`src/rtl/stack_unit.sv`:
```
// LIFO stack with registered top-of-stack, replace (push+pop), sticky
// overflow/underflow flags and a high-water mark of occupancy.
module stack_unit #(
   parameter int DATA_W = 32,
   parameter int DEPTH  = 16,
   localparam int CNT_W = $clog2(DEPTH + 1)
) (
   input  logic              clk,
   input  logic              rst_n,
   input  logic              push,
   input  logic              pop,
   input  logic [DATA_W-1:0] din,
   input  logic              clr_err,
   output logic [DATA_W-1:0] top,
   output logic [DATA_W-1:0] pop_data,
   output logic              pop_valid,
   output logic [CNT_W-1:0]  count,
   output logic              full,
   output logic              empty,
   output logic              ovf,
   output logic              unf,
   output logic [CNT_W-1:0]  hwm
);

   localparam int AW = (DEPTH > 1) ? $clog2(DEPTH) : 1;
   localparam logic [CNT_W-1:0] FULL_CNT = CNT_W'(DEPTH);

   logic [DATA_W-1:0] r_mem [DEPTH];
   logic [CNT_W-1:0]  r_count, r_hwm;
   logic [DATA_W-1:0] r_top, r_pop_data;
   logic              r_pop_valid, r_ovf, r_unf;

   logic              w_full, w_empty;
   logic              w_wr, w_pop, w_repl, w_ovf_ev, w_unf_ev;
   logic [AW-1:0]     w_top_idx, w_nxt_idx, w_wr_idx;
   logic [CNT_W-1:0]  w_cnt_nxt;

   assign w_full  = (r_count == FULL_CNT);
   assign w_empty = (r_count == '0);

   // push+pop on an empty stack degrades to a plain push (and flags unf)
   assign w_wr     = (push & ~pop & ~w_full) | (push & pop & w_empty);
   assign w_pop    = pop & ~push & ~w_empty;
   assign w_repl   = push & pop & ~w_empty;
   assign w_ovf_ev = push & ~pop & w_full;
   assign w_unf_ev = pop & w_empty;

   assign w_top_idx = AW'(r_count - CNT_W'(1));
   assign w_nxt_idx = AW'(r_count - CNT_W'(2));
   assign w_wr_idx  = w_repl ? w_top_idx : AW'(r_count);

   always_comb begin
      w_cnt_nxt = r_count;
      if (w_wr)       w_cnt_nxt = r_count + CNT_W'(1);
      else if (w_pop) w_cnt_nxt = r_count - CNT_W'(1);
   end

   // storage is not reset; entries above count are never observed
   always_ff @(posedge clk) begin
      if (w_wr | w_repl) r_mem[w_wr_idx] <= din;
   end

   always_ff @(posedge clk or negedge rst_n) begin
      if (!rst_n) begin
         r_count     <= '0;
         r_hwm       <= '0;
         r_top       <= '0;
         r_pop_data  <= '0;
         r_pop_valid <= 1'b0;
         r_ovf       <= 1'b0;
         r_unf       <= 1'b0;
      end else begin
         r_count     <= w_cnt_nxt;
         r_pop_valid <= w_pop | w_repl;
         r_ovf       <= w_ovf_ev | (r_ovf & ~clr_err);
         r_unf       <= w_unf_ev | (r_unf & ~clr_err);
         if (w_cnt_nxt > r_hwm) r_hwm <= w_cnt_nxt;
         if (w_pop | w_repl) r_pop_data <= r_mem[w_top_idx];
         if (w_wr | w_repl)
            r_top <= din;
         else if (w_pop)
            r_top <= (r_count == CNT_W'(1)) ? '0 : r_mem[w_nxt_idx];
      end
   end

   assign top       = r_top;
   assign pop_data  = r_pop_data;
   assign pop_valid = r_pop_valid;
   assign count     = r_count;
   assign full      = w_full;
   assign empty     = w_empty;
   assign ovf       = r_ovf;
   assign unf       = r_unf;
   assign hwm       = r_hwm;

endmodule

```
`config.mk`:
```
export PLATFORM = sky130hd
export DESIGN_NAME = stack_unit
export DESIGN_NICKNAME = d
export VERILOG_FILES = /design/src/rtl/stack_unit.sv
export SDC_FILE = /design/constraint.sdc
export NUM_CORES = 1
export LEC_CHECK = 0
export ABC_AREA = 1
export CAP_MARGIN = 20
export CORE_UTILIZATION = 30
export CTS_BUF_LIST = sky130_fd_sc_hd__clkbuf_2
export CTS_CLUSTER_SIZE = 10
export DETAILED_ROUTE_END_ITERATION = 10
export GPL_TIMING_DRIVEN = 1
export PLACE_DENSITY = 0.56
export SLEW_MARGIN = 10
export SYNTH_ARGS = -nofsm -noshare
export SYNTH_HDL_FRONTEND = slang
export SYNTH_SLANG_ARGS = --single-unit
```
`constraint.sdc`:
```
create_clock -name clk -period 7.3 [get_ports clk]
set_clock_uncertainty 0.2 [all_clocks]
set_input_delay 1.46 -clock clk [delete_from_list [all_inputs] [get_ports clk]]
set_output_delay 1.46 -clock clk [all_outputs]
set_load 0.05 [all_outputs]
```
==> results by group <==
Floorplanning
  • Chip width: 323 um
  • Die ar.: 104000 um2
  • Core Region: 102000 um2
  • Die Ht: 323 um
  • Initial Util: 30.3%
  • Row count: 117
  • Io pins: 116

Worst setup path
  • FF-to-FF setup slack: 2.39 ns
  • Setup crit end kind: output pin
  • CP startpoint: count[0]$_DFF_PN0_
  • Required time of the critical path: 5.64 ns
  • Type of the worst setup path: flop to output pin
  • Crit path to: full
  • Worst Setup Start Kind: flop
  • Reg2reg end: r_mem[8][13]$_DFFE_PP_
  • RR Startpoint: count[0]$_DFF_PN0_
  • Crit path arrival time: 4.05 ns
  • CP max FO: 128
  • Cell depth of the worst flop-to-flop path: 9

Routing
  • Vias/cell: 4.78
  • Number of antenna-violating nets in the routed design: 0
  • DRT iter0 DRCs: 2348
  • Drc violations: 0
  • 1st-pass router iterations: 6
  • DR vias: 25.8k
  • Routed WL per cell: 18.6 um
  • Final wirelength: 100 mm

Timing
  • Post-layout min period: 5.71 ns
  • Final Max Slew Viols: 0
  • Setup TNS: 0 ns
  • Fmax: 0.175 GHz
  • PnR worst setup slack: 1.59 ns
  • Period utilization: 78.2%
  • Final Setup Violations: 0
  • Worst rel slew slack: 25.5%
  • Final hold violations: 0
  • Slew @ Worst Pin: 1.12 ns
  • RSZ-0062 raised after global routing: false

Final layout
  • Layout filler cell count: 10.5k
  • Nets: 3954
  • Post-layout util: 34.1%
  • Most common cell after layout, fill and taps aside: nand2_1
  • Area grow syn2layout: 12.8%
  • Layout cells sized above 1: 8.70%
  • Commonest non-fill, non-tap cells in the layout: 1660 x nand2_1, 755 x nand3_1, 512 x edfxtp_1

Clock network
  • Latest clock arrival within the worst-skew pair: 1.41 ns
  • Clock sinks: 589
  • Worst-path clk slew: 0.11 ns
  • CTS tree: done
  • Setup bufs post-CTS: 0
  • Post_cts resized: 0
  • CTS H-tree depth: 4
  • Bufs on Longest Clock Path: 3
  • Root Driver: clkbuf_2
  • Num CTS Buffers: 159

Power
  • Clock power frac: 16.3%
  • Power density cells: 437 nW/um2
  • Power share of the combinational group: 54.7%
  • Psw: 7.84 mW
  • Power, Total: 15.2 mW
  • Reg power frac: 29.1%
  • Int Power: 7.36 mW
  • VDD IR max: 0.648 mV
  • Leakage power total: 15.9 nW
  • Sw frac: 51.6%

Logic synthesis
  • Warnings from Yosys: 0
  • Sequential area share after synthesis: 56.1%
  • Average size of a mapped cell: 8.10 um2
  • FF+latch count, synth: 589
  • Cells after Synth: 3811
  • Synthesized area: 30900 um2
  • Synth unique cells: 27
  • Mapped Nets: 3860

Global route
  • Vias in the first global route: 24.7k
  • All-layer global routing usage: 19.2%
  • Largest net degree at the start of global routing: 129
  • Total global routing overflow: 0
  • First-pass GRT wire length: 150 mm
  • Number of antenna violations at the first check in global routing: 5

Run
  • Max cap viols: 0

Min path
  • Tightest Hold Check Type: flop to flop

Placement
  • Number of I/O port buffers: 115
  • DP HPWL: 56.8 mm
  • Setup WS pre-CTS: 1.99 ns
  • Routability cong.: 0.809

Run status
  • Outcome: complete, no violations
==> registers in the layout, summed over array words and instances (netlist names) <==
signal and flops:
pop_valid 1, ovf 1, pop_data 32, hwm 5, count 5, r_mem 512, top 32, unf 1
==> power by group through the flow <==
stage          clock network [mW]  registers, mW  logic [mW]
2_1_floorplan                   0           5.00        4.86
3_3_place_gp                    0           4.50        8.23
3_5_place_dp                    0           4.50        8.26
4_1_cts                      2.54           4.43        8.30
5_1_grt                      2.71           4.47        9.08
6_report                     2.47           4.42        8.31
==> layer usage <==
layer	up-vias	global-route usage (%)	wire length, um
met1	12154	25.4	43800
met2	1003	31.1	46700
met3	183	3.89	7370
li1	12434	-	-
met5	-	0	13
met4	2	7.08	2450
==> how the worst min path moves through the flow <==
stage,from,slack [ns],cells after the start,to
floorplan,r_mem[4][0]$_DFFE_PP_,0.52,8,top[0]$_DFFE_PN0P_
global placement,pop_data[17]$_DFFE_PN0P_,0.27,2,pop_data[17]$_DFFE_PN0P_
detailed placement,pop_data[29]$_DFFE_PN0P_,0.27,2,pop_data[29]$_DFFE_PN0P_
CTS,rst_n,0.18,2,pop_data[30]$_DFFE_PN0P_
global route,rst_n,0.24,2,pop_data[27]$_DFFE_PN0P_
finish,pop_data[29]$_DFFE_PN0P_,0.29,2,pop_data[29]$_DFFE_PN0P_
==> synth_stat cells (all sizes together) <==
master | n | area (um2)
nor2 | 25 | 110
and2 | 3 | 18.8
nand2 | 1668 | 6270
clkbuf | 70 | 263
inv | 480 | 1800
edfxtp | 512 | 15400
xnor2 | 1 | 8.76
ha | 12 | 150
nand3 | 757 | 3810
a21oi | 2 | 10.0
buf | 160 | 850
o21ai | 37 | 189
dfrtp | 77 | 1930
xor2 | 4 | 50.1
o22ai | 2 | 12.5
a31oi | 1 | 12.5
==> worst max-delay path, cell delays in order (launching register included) <==
cell	delay, ns
dfrtp_4	0.75
inv_8	0.53
ha_4	0.25
nand2_1	0.05
inv_1	0.08
nand2_2	0.07
inv_1	0.06
clkdlybuf4s50_1	0.79
==> stage by stage <==
step,instance area [um2],hold slack (ns),cells
2_1_floorplan,30900,0.521,3811
3_3_place_gp,33100,0.268,5105
3_5_place_dp,33200,0.266,5108
4_1_cts,34700,0.179,5390
5_1_grt,34800,0.244,5394
6_report,34800,0.288,5394
==> final cells by class <==
| class | instances | area [um2] | share of cell area (%) |
|---|---|---|---|
| multi-input cells | 2512 | 10800 | 31.1 |
| inverters | 480 | 1820 | 5.22 |
| diodes | 1 | 2.50 | 0.00719 |
| clock inverters | 38 | 279 | 0.802 |
| flip-flops and latches | 589 | 17300 | 49.8 |
| clock buffers | 243 | 1220 | 3.50 |
| repair buffers | 163 | 1650 | 4.74 |
| well taps | 1368 | 1710 | 4.92 |
==> repair_timing <==
item,4_1_cts,5_1_grt
hold buffers,1,0
hold endpoints to repair,25,0
setup endpoints to repair,0,0
==> logic make-up (layout without fill, tap and decap cells) <==
family | after synthesis | in the layout | synth area share (%)
AO/OA/AOI/OAI | 42 | 42 | 0.726
XOR/XNOR | 5 | 5 | 0.191
adder cells (fa/ha/maj) | 12 | 12 | 0.487
buffers and inverters | 710 | 924 | 9.44
flip-flops | 589 | 589 | 56.1
other | 0 | 1 | 0
AND/OR/NAND/NOR | 2453 | 2453 | 33.1
No activity file was read; power rests on OpenSTA's default activity.
